`src/rtl/regfile_scoreboard.sv`:
```
// regfile_scoreboard: integer register file with write-first bypass and a
// per-register pending-write scoreboard that produces the decode RAW/WAW stall.
module regfile_scoreboard #(
  parameter int XLEN = 64,
  parameter int NREG = 32,
  parameter int NRD  = 2,
  parameter int CNTW = 2,
  localparam int AW  = $clog2(NREG)
) (
  input  logic                 clk,
  input  logic                 rst,
  input  logic [NRD-1:0]       rd_en,
  input  logic [NRD*AW-1:0]    rd_addr,
  output logic [NRD*XLEN-1:0]  rd_data,
  output logic [NRD-1:0]       rd_busy,
  input  logic                 iss_valid,
  input  logic [AW-1:0]        iss_rd,
  output logic                 iss_stall,
  input  logic                 wb_valid,
  input  logic [AW-1:0]        wb_rd,
  input  logic [XLEN-1:0]      wb_data,
  input  logic                 flush
);

  localparam logic [CNTW-1:0] CNT_MAX = {CNTW{1'b1}};
  localparam logic [CNTW-1:0] CNT_ONE = CNTW'(1);

  function automatic logic [CNTW-1:0] cnt_inc(input logic [CNTW-1:0] c);
    return (c == CNT_MAX) ? c : c + CNT_ONE;
  endfunction

  function automatic logic [CNTW-1:0] cnt_dec(input logic [CNTW-1:0] c);
    return (c == '0) ? c : c - CNT_ONE;
  endfunction

  logic [NREG-1:0][XLEN-1:0] rf;
  logic [NREG-1:0][CNTW-1:0] pend;
  logic [NREG-1:0][CNTW-1:0] pend_next;
  logic [NRD-1:0][AW-1:0]    rd_addr_a;
  logic [NRD-1:0][XLEN-1:0]  rd_val;
  logic [NRD-1:0]            rd_hazard;
  logic                      iss_sat;
  logic                      iss_fire;
  logic                      wb_we;

  assign rd_addr_a = rd_addr;
  assign wb_we     = wb_valid && (wb_rd != '0);

  // A source or destination hazard is forgiven when this cycle's writeback
  // retires the last outstanding write (or frees a saturated slot).
  always_comb begin
    iss_sat   = (pend[iss_rd] == CNT_MAX) && !(wb_valid && (wb_rd == iss_rd));
    rd_hazard = '0;
    for (int i = 0; i < NRD; i++) begin
      rd_hazard[i] = rd_en[i] && (rd_addr_a[i] != '0) && (pend[rd_addr_a[i]] != '0) &&
                     !(wb_valid && (wb_rd == rd_addr_a[i]) && (pend[rd_addr_a[i]] == CNT_ONE));
    end
  end

  assign iss_stall = iss_valid && (iss_sat || (|rd_hazard));
  assign iss_fire  = iss_valid && !iss_stall && !flush && (iss_rd != '0);

  always_comb begin
    pend_next = '0;
    for (int r = 1; r < NREG; r++) begin
      if (flush)
        pend_next[r] = '0;
      else if (iss_fire && (iss_rd == AW'(r)) && !(wb_valid && (wb_rd == AW'(r))))
        pend_next[r] = cnt_inc(pend[r]);
      else if (wb_valid && (wb_rd == AW'(r)) && !(iss_fire && (iss_rd == AW'(r))))
        pend_next[r] = cnt_dec(pend[r]);
      else
        pend_next[r] = pend[r];
    end
  end

  always_comb begin
    rd_val = '0;
    for (int i = 0; i < NRD; i++) begin
      if (rd_addr_a[i] == '0)
        rd_val[i] = '0;
      else if (wb_valid && (wb_rd == rd_addr_a[i]))
        rd_val[i] = wb_data;
      else
        rd_val[i] = rf[rd_addr_a[i]];
    end
  end

  always_ff @(posedge clk or negedge rst) begin
    if (!rst)
      rf <= '0;
    else if (wb_we)
      rf[wb_rd] <= wb_data;
  end

  always_ff @(posedge clk or negedge rst) begin
    if (!rst)
      pend <= '0;
    else
      pend <= pend_next;
  end

  // Read-port registers: busy reflects the counters as they leave this edge.
  always_ff @(posedge clk or negedge rst) begin
    if (!rst) begin
      rd_data <= '0;
      rd_busy <= '0;
    end else begin
      for (int i = 0; i < NRD; i++) begin
        if (rd_en[i]) begin
          rd_data[i*XLEN +: XLEN] <= rd_val[i];
          rd_busy[i]              <= (pend_next[rd_addr_a[i]] != '0);
        end
      end
    end
  end

endmodule

```
`config.mk`:
```
export PLATFORM = sky130hd
export DESIGN_NAME = regfile_scoreboard
export DESIGN_NICKNAME = d
export VERILOG_FILES = /design/src/rtl/regfile_scoreboard.sv
export SDC_FILE = /design/constraint.sdc
export NUM_CORES = 2
export LEC_CHECK = 0
export CELL_PAD_IN_SITES_DETAIL_PLACEMENT = 2
export CELL_PAD_IN_SITES_GLOBAL_PLACEMENT = 2
export CORE_MARGIN = 2
export CORE_UTILIZATION = 40
export CTS_CLUSTER_SIZE = 10
export DETAILED_ROUTE_END_ITERATION = 10
export PLACE_DENSITY = 0.77
export SKIP_LAST_GASP = 1
export SYNTH_ARGS = -nofsm -noshare
export SYNTH_HDL_FRONTEND = slang
export SYNTH_SLANG_ARGS = --single-unit
```
`constraint.sdc`:
```
create_clock -name clk -period 3.1 [get_ports clk]
set_input_delay 0.31 -clock clk [delete_from_list [all_inputs] [get_ports clk]]
set_output_delay 0.31 -clock clk [all_outputs]
set_load 0.02 [all_outputs]
```
Word-level counts from Yosys, hierarchy flattened
Index checks and enable logic that the tools add are counted.
{"block": "totals", "ff_bits": 2240, "wordCells": 661, "output_inout_bits": 131, "inputBits": 91}
{"block": "classes", "n_eq_ne": 99, "reduce_logical": 252, "magnitude_cmp": 5, "mux": 176, "n_addsub": 62}
{"operator": "bitwise mux 2048 bit", "count": 1}
{"operator": "binary-select mux 64 bit (select 5 bit)", "count": 2}
{"operator": "two-way mux 64 bit", "count": 7}
{"operator": "demux 64 bit (select 5 bit)", "count": 1}
{"operator": "two-way mux 2 bit", "count": 160}
{"operator": "equality test 5 bit (second input constant)", "count": 32}
{"operator": "logical AND 1 bit", "count": 142}
{"operator": "equality test 5 x 4 -> 1 bit (second input constant)", "count": 16}
{"operator": "logical NOT 1 bit", "count": 67}
{"operator": "equality test 2 bit (second input constant)", "count": 32}
{"operator": "adder 2 x 1 -> 2 bit (second input constant)", "count": 31}
{"operator": "logical NOT 2 bit", "count": 31}
{"operator": "subtractor 2 x 1 -> 2 bit (second input constant)", "count": 31}
{"operator": "binary-select mux 2 bit (select 5 bit)", "count": 5}
{"operator": "equality test 5 x 3 -> 1 bit (second input constant)", "count": 8}
{"operator": "< comparator 5 x 6 -> 1 bit (second input constant)", "count": 4}
{"operator": "equality test 5 x 2 -> 1 bit (second input constant)", "count": 4}
{"operator": "nonzero test 5 bit", "count": 4}
{"operator": "equality test 5 bit", "count": 3}
{"operator": "equality test 5 x 1 -> 1 bit (second input constant)", "count": 2}
{"operator": "logical NOT 5 bit", "count": 2}
{"operator": "nonzero test 2 bit", "count": 4}
{"operator": "greater-or-equal comparator 5 x 1 -> 1 bit (second input constant)", "count": 1}
{"operator": "equality test 2 x 1 -> 1 bit (second input constant)", "count": 2}
{"operator": "2 further kinds", "count": 2}

Logic depth before layout (Yosys ltp)
{"block": "depth", "word_depth": 22, "depth_mapped": 16, "ltp_nobuf": 12}

Worst setup path after synthesis
OpenSTA, ideal clock, no wires.
{"block": "synth_timing", "kind": "in2reg", "startpoint": "input iss_rd[3]", "endpoint": "register rd_busy[1]", "arrival_ps": 3313, "setup_slack_ps": -334, "path_buffers": 2, "path_stages": 14, "required_ps": 2979, "setup_time_ps": 121, "path_cell_list": "buf_4 -> inv_1 -> mux4_2 -> a211oi_1 -> o311ai_1 -> nor2_2 -> buf_4 -> nor4_4 -> maj3_1 -> o31ai_1 -> o211a_1 -> o221a_2 -> a211oi_2 -> o22a_1"}
{"block": "synth_between", "elab_chain_len": 19, "word_cells_on_any_way": 265, "cone_classes": "eq/ne: 33; mux: 97; reduce/logical: 135"}
{"item": "start: declaration", "line": "17", "text": "input logic [AW-1:0] iss_rd,"}
{"item": "binary-select mux 2 bit (select 5 bit) / equality test 5 bit (equally long branches)", "line": "52", "text": "iss_sat = (pend[iss_rd] == CNT_MAX) && !(wb_valid && (wb_rd == iss_rd));"}
{"item": "two-way mux 2 bit (not written as such) / logical AND 1 bit (equally long branches)", "line": "52"}
{"item": "equality test 2 bit / logical NOT 1 bit (equally long branches)", "line": "52"}
{"item": "logical AND 1 bit", "line": "52"}
{"item": "logical OR 1 bit", "line": "60", "text": "assign iss_stall = iss_valid && (iss_sat || (|rd_hazard));"}
{"item": "logical AND 1 bit", "line": "60"}
{"item": "logical NOT 1 bit", "line": "61", "text": "assign iss_fire = iss_valid && !iss_stall && !flush && (iss_rd != '0);"}
{"item": "logical AND 1 bit (3 in a row)", "line": "61"}
{"item": "logical AND 1 bit", "line": "68, 70"}
{"item": "logical NOT 1 bit", "line": "70", "text": "else if (wb_valid && (wb_rd == AW'(r)) && !(iss_fire && (iss_rd == AW'(r))))"}
{"item": "logical AND 1 bit", "line": "70"}
{"item": "two-way mux 2 bit", "line": "70"}
{"item": "two-way mux 2 bit", "line": "68", "text": "else if (iss_fire && (iss_rd == AW'(r)) && !(wb_valid && (wb_rd == AW'(r))))"}
{"item": "two-way mux 2 bit", "line": "66", "text": "if (flush)"}
{"item": "binary-select mux 2 bit (select 5 bit) *", "line": "112", "text": "rd_busy[i] <= (pend_next[rd_addr_a[i]] != '0);"}
{"item": "two-way mux 2 bit (not written as such) *", "line": "112"}
{"item": "nonzero test 2 bit *", "line": "112"}
{"item": "end signal: indexed assignment", "line": "112"}
{"item": "end: declaration", "line": "15", "text": "output logic [NRD-1:0] rd_busy,"}
Every way passes the cells marked *; elsewhere a longest branch is shown, timed or not. The select of a mux whose other input is x is not followed.
A chain may end at the register's enable or synchronous reset.

Final worst setup path
{"block": "layout_timing", "startpoint": "register pend[25] (netlist name)", "endpoint": "output iss_stall"}
{"block": "layout_between", "elab_chain_len": 9, "word_cells_on_any_way": 23, "cone_classes": "eq/ne: 3; mux: 6; reduce/logical: 14"}
{"item": "start: declaration", "line": "37", "text": "logic [NREG-1:0][CNTW-1:0] pend;"}
{"item": "start signal: assignment", "line": "100", "text": "pend <= pend_next;"}
{"item": "binary-select mux 2 bit (select 5 bit)", "line": "55, 56"}
{"item": "two-way mux 2 bit (not written as such)", "line": "55, 56"}
{"item": "equality test 2 x 1 -> 1 bit", "line": "56", "text": "!(wb_valid && (wb_rd == rd_addr_a[i]) && (pend[rd_addr_a[i]] == CNT_ONE));"}
{"item": "logical AND 1 bit", "line": "56"}
{"item": "logical NOT 1 bit", "line": "56"}
{"item": "logical AND 1 bit", "line": "55", "text": "rd_hazard[i] = rd_en[i] && (rd_addr_a[i] != '0) && (pend[rd_addr_a[i]] != '0) &&"}
{"item": "OR reduction 2 bit", "line": "60"}
{"item": "logical OR 1 bit *", "line": "60"}
{"item": "logical AND 1 bit *", "line": "60"}
{"item": "end: declaration", "line": "18", "text": "output logic iss_stall,"}
Marked as above.

==> results.cfg <==
[floorplanning]
fp.coreArea_sq_mm = 0.300
placementRows = 201
ios = 222
die_w_microns = 553
die_area_sq_mm = 0.306
start_util_pct = 40.2
die_h_microns = 553

[setup_path]
rr_worst_depth = 16
setup.worst_path.end_class = primary output
crit_type = reg2out
crit_fanout = 3
slowest_delay_ns = 0.56
worstPathCellList = mux4_2 > mux4_2 > a211oi_4 > and4b_4 > buf_12 > nor3_4 > buf_6 > nor2b_4 > buf_6
crit_arrival_ns = 3.71
critPathSlowestCell = mux4_2
startpoint = pend[25]$_DFF_PN0_
required_ns = 2.79
crit_end = iss_stall
critPathLaunchType = register
ff2ff_setup_slack_ns = -0.89
r2r-start = pend[25]$_DFF_PN0_
r2r-end = rd_busy[0]$_DFFE_PN0P_

[routing]
drt-initial-drc-count = 9522
antenna_left = 0
drt-total-wl_mm = 530
dr.pass1.iters = 6
drc = 0
via_per_inst = 6.46
wl_per_cell_microns = 36.6
vias = 93576

[sta]
setup_tns_ns = -18.16
worst_pin_slew_ns = 1.31
slew_viol_final = 0
rsz0062_at_grt = yes
finalCritPeriodShare_pct = 130
fin_ws_ns = -0.925
slew_headroom_pct = 12.7
setup_violations = 62
fmax_ghz = 0.248
finalCriticalPeriod_ns = 4.02
skew_ns = 0.0584
hold_ws_ns = 0.0442
hold_viol_final = 0

[finish]
final_cells = 14490
syn_to_final_growth_pct = 17.1
nFillCells = 29012
layout-drive-gt1-share_pct = 34.9
fin_nets = 10481
final_util_pct = 47.1
stdcell_area_sq_mm = 0.141

[power_and_ir_drop]
max-vdd-ir-drop_mv = 0.408
power_mw = 90.6
powerDensity_mw_per_mm2 = 642
leakage_nw = 64.2

[cts]
cts-root-buf = clkbuf_16
clk_pin_slew_ns = 0.06
clkSinkCount = 2240
cts_tree = done
clk_latency_ns = 0.96
htree_levels = 5
cts_buffer_depth = 4
cts_buffers = 280

[place]
place_area_sq_mm = 0.131
portBuffers = 221
place_congestion = 0.984
placedCellCount = 14022
pre_cts_ws_ns = -1.53
dp_hpwl_mm = 318

[synthesis]
syn_area_sq_mm = 0.121
synth_ff_type = dfrtp_1
synth_top_cell_by_area = dfrtp_1
avgSynthCellArea_sq_um = 11.9
synthTopCellsByArea = dfrtp_1 47%, mux4_2 25%, nand2_1 10%, mux2_2 9.0%, clkbuf_1 2.6%
synth_async_sr_flop_share_pct = 100
synth_most_common_cell = nand2_1
syn_nets = 10215
synthDistinctLibCells = 86
ys_ff_latch = 2240
syn_inst = 10124
synth-seq-area-share_pct = 46.5
synth_warnings = 0
netlist_top_cells_count = 3,314 x nand2_1, 2,240 x dfrtp_1, 1,315 x mux4_2, 966 x mux2_2, 826 x clkbuf_1
yosys.area.top_type_share_pct = 46.5
synth_edf_count = 0

[global_routing]
grt_max_degree = 126
antenna_found_initial = 16
grt_pass1_vias = 105189
grt_usage_pct = 34.7
grt_pass1_wl_mm = 774
grt.overflow.total = 0

[run_status]
violations = negative setup slack
outcome = finished with violations

[hold_path]
min_path_type = in2async

[run]
drv_cap = 0
-- routing by layer --
| layer | track usage [%] | share of wire, % |
|---|---|---|
| met1 | 44.8 | 39 |
| met2 | 56.7 | 49 |
| met3 | 5.52 | 6.6 |
| met4 | 17.5 | 5.7 |
| met5 | 0 | 0.0023 |
-- state kept, by name, indices dropped and copies added, names as in the netlist --
signal and cells:
rf 2048, rd_busy 2, pend 62, rd_data 128
-- worst min path at each step --
stage | end | from
final | rf[2039]$_DFFE_PN0P_ | rst
after global routing | rf[1975]$_DFFE_PN0P_ | rst
after CTS | rf[2039]$_DFFE_PN0P_ | rst
after detailed placement | rf[1151]$_DFFE_PN0P_ | rst
after global placement | rf[1087]$_DFFE_PN0P_ | rst
after floorplan | pend[10]$_DFF_PN0_ | rst
-- critical path: cells and delay by family, from the launching register on --
kind,cells,cell delay [ns]
compound gates,1,0.25
buf+inv,3,0.43
simple gates,3,0.58
mux,2,1.09
flops,1,0.43
-- power by group --
group	internal (mW)	switching [mW]
sequential	34.6	4.66
clock	18.1	13.6
combinational	10.5	9.14
-- logic make-up after synthesis --
family                   after synthesis  share of synthesized area, %
adder cells (fa/ha/maj)               20                         0.167
XOR/XNOR                              28                         0.204
multiplexers                        2371                          34.4
AND/OR/NAND/NOR                     3700                          12.1
buffers and inverters               1172                          3.71
flip-flops                          2240                          46.5
AO/OA/AOI/OAI                        593                          2.98
-- cells in the final DEF (no fill, tap or decap), types with 128 or more instances in the layout --
cell type / count
nor2_1: 146
nand2_1: 3272
clkbuf_16: 285
mux4_2: 1315
buf_4: 610
mux2_2: 966
dfrtp_1: 2238
o22ai_1: 128
a21oi_1: 239
clkdlybuf4s50_1: 207
inv_1: 139
-- repair_timing --
action / in CTS / in global routing
buffers inserted: 36 / 26
gates cloned: 1 / 0
resized for setup: 113 / 150
endpoints found under the setup margin: 65 / 72
endpoints found under the hold margin: 1294 / 0
hold buffers: 2 / 0
pin swaps: 56 / 91
-- layout make-up --
class	count	area, sq um	area share [%]
diodes	10	25.0	0.0177
inverters	146	566	0.401
repair buffers	1010	9930	7.04
clock inverters	42	629	0.446
multi-input cells	6712	61200	43.4
flip-flops and latches	2240	56100	39.7
clock buffers	372	7760	5.50
well taps	3958	4950	3.51
No activity file was read; power rests on OpenSTA's default activity.
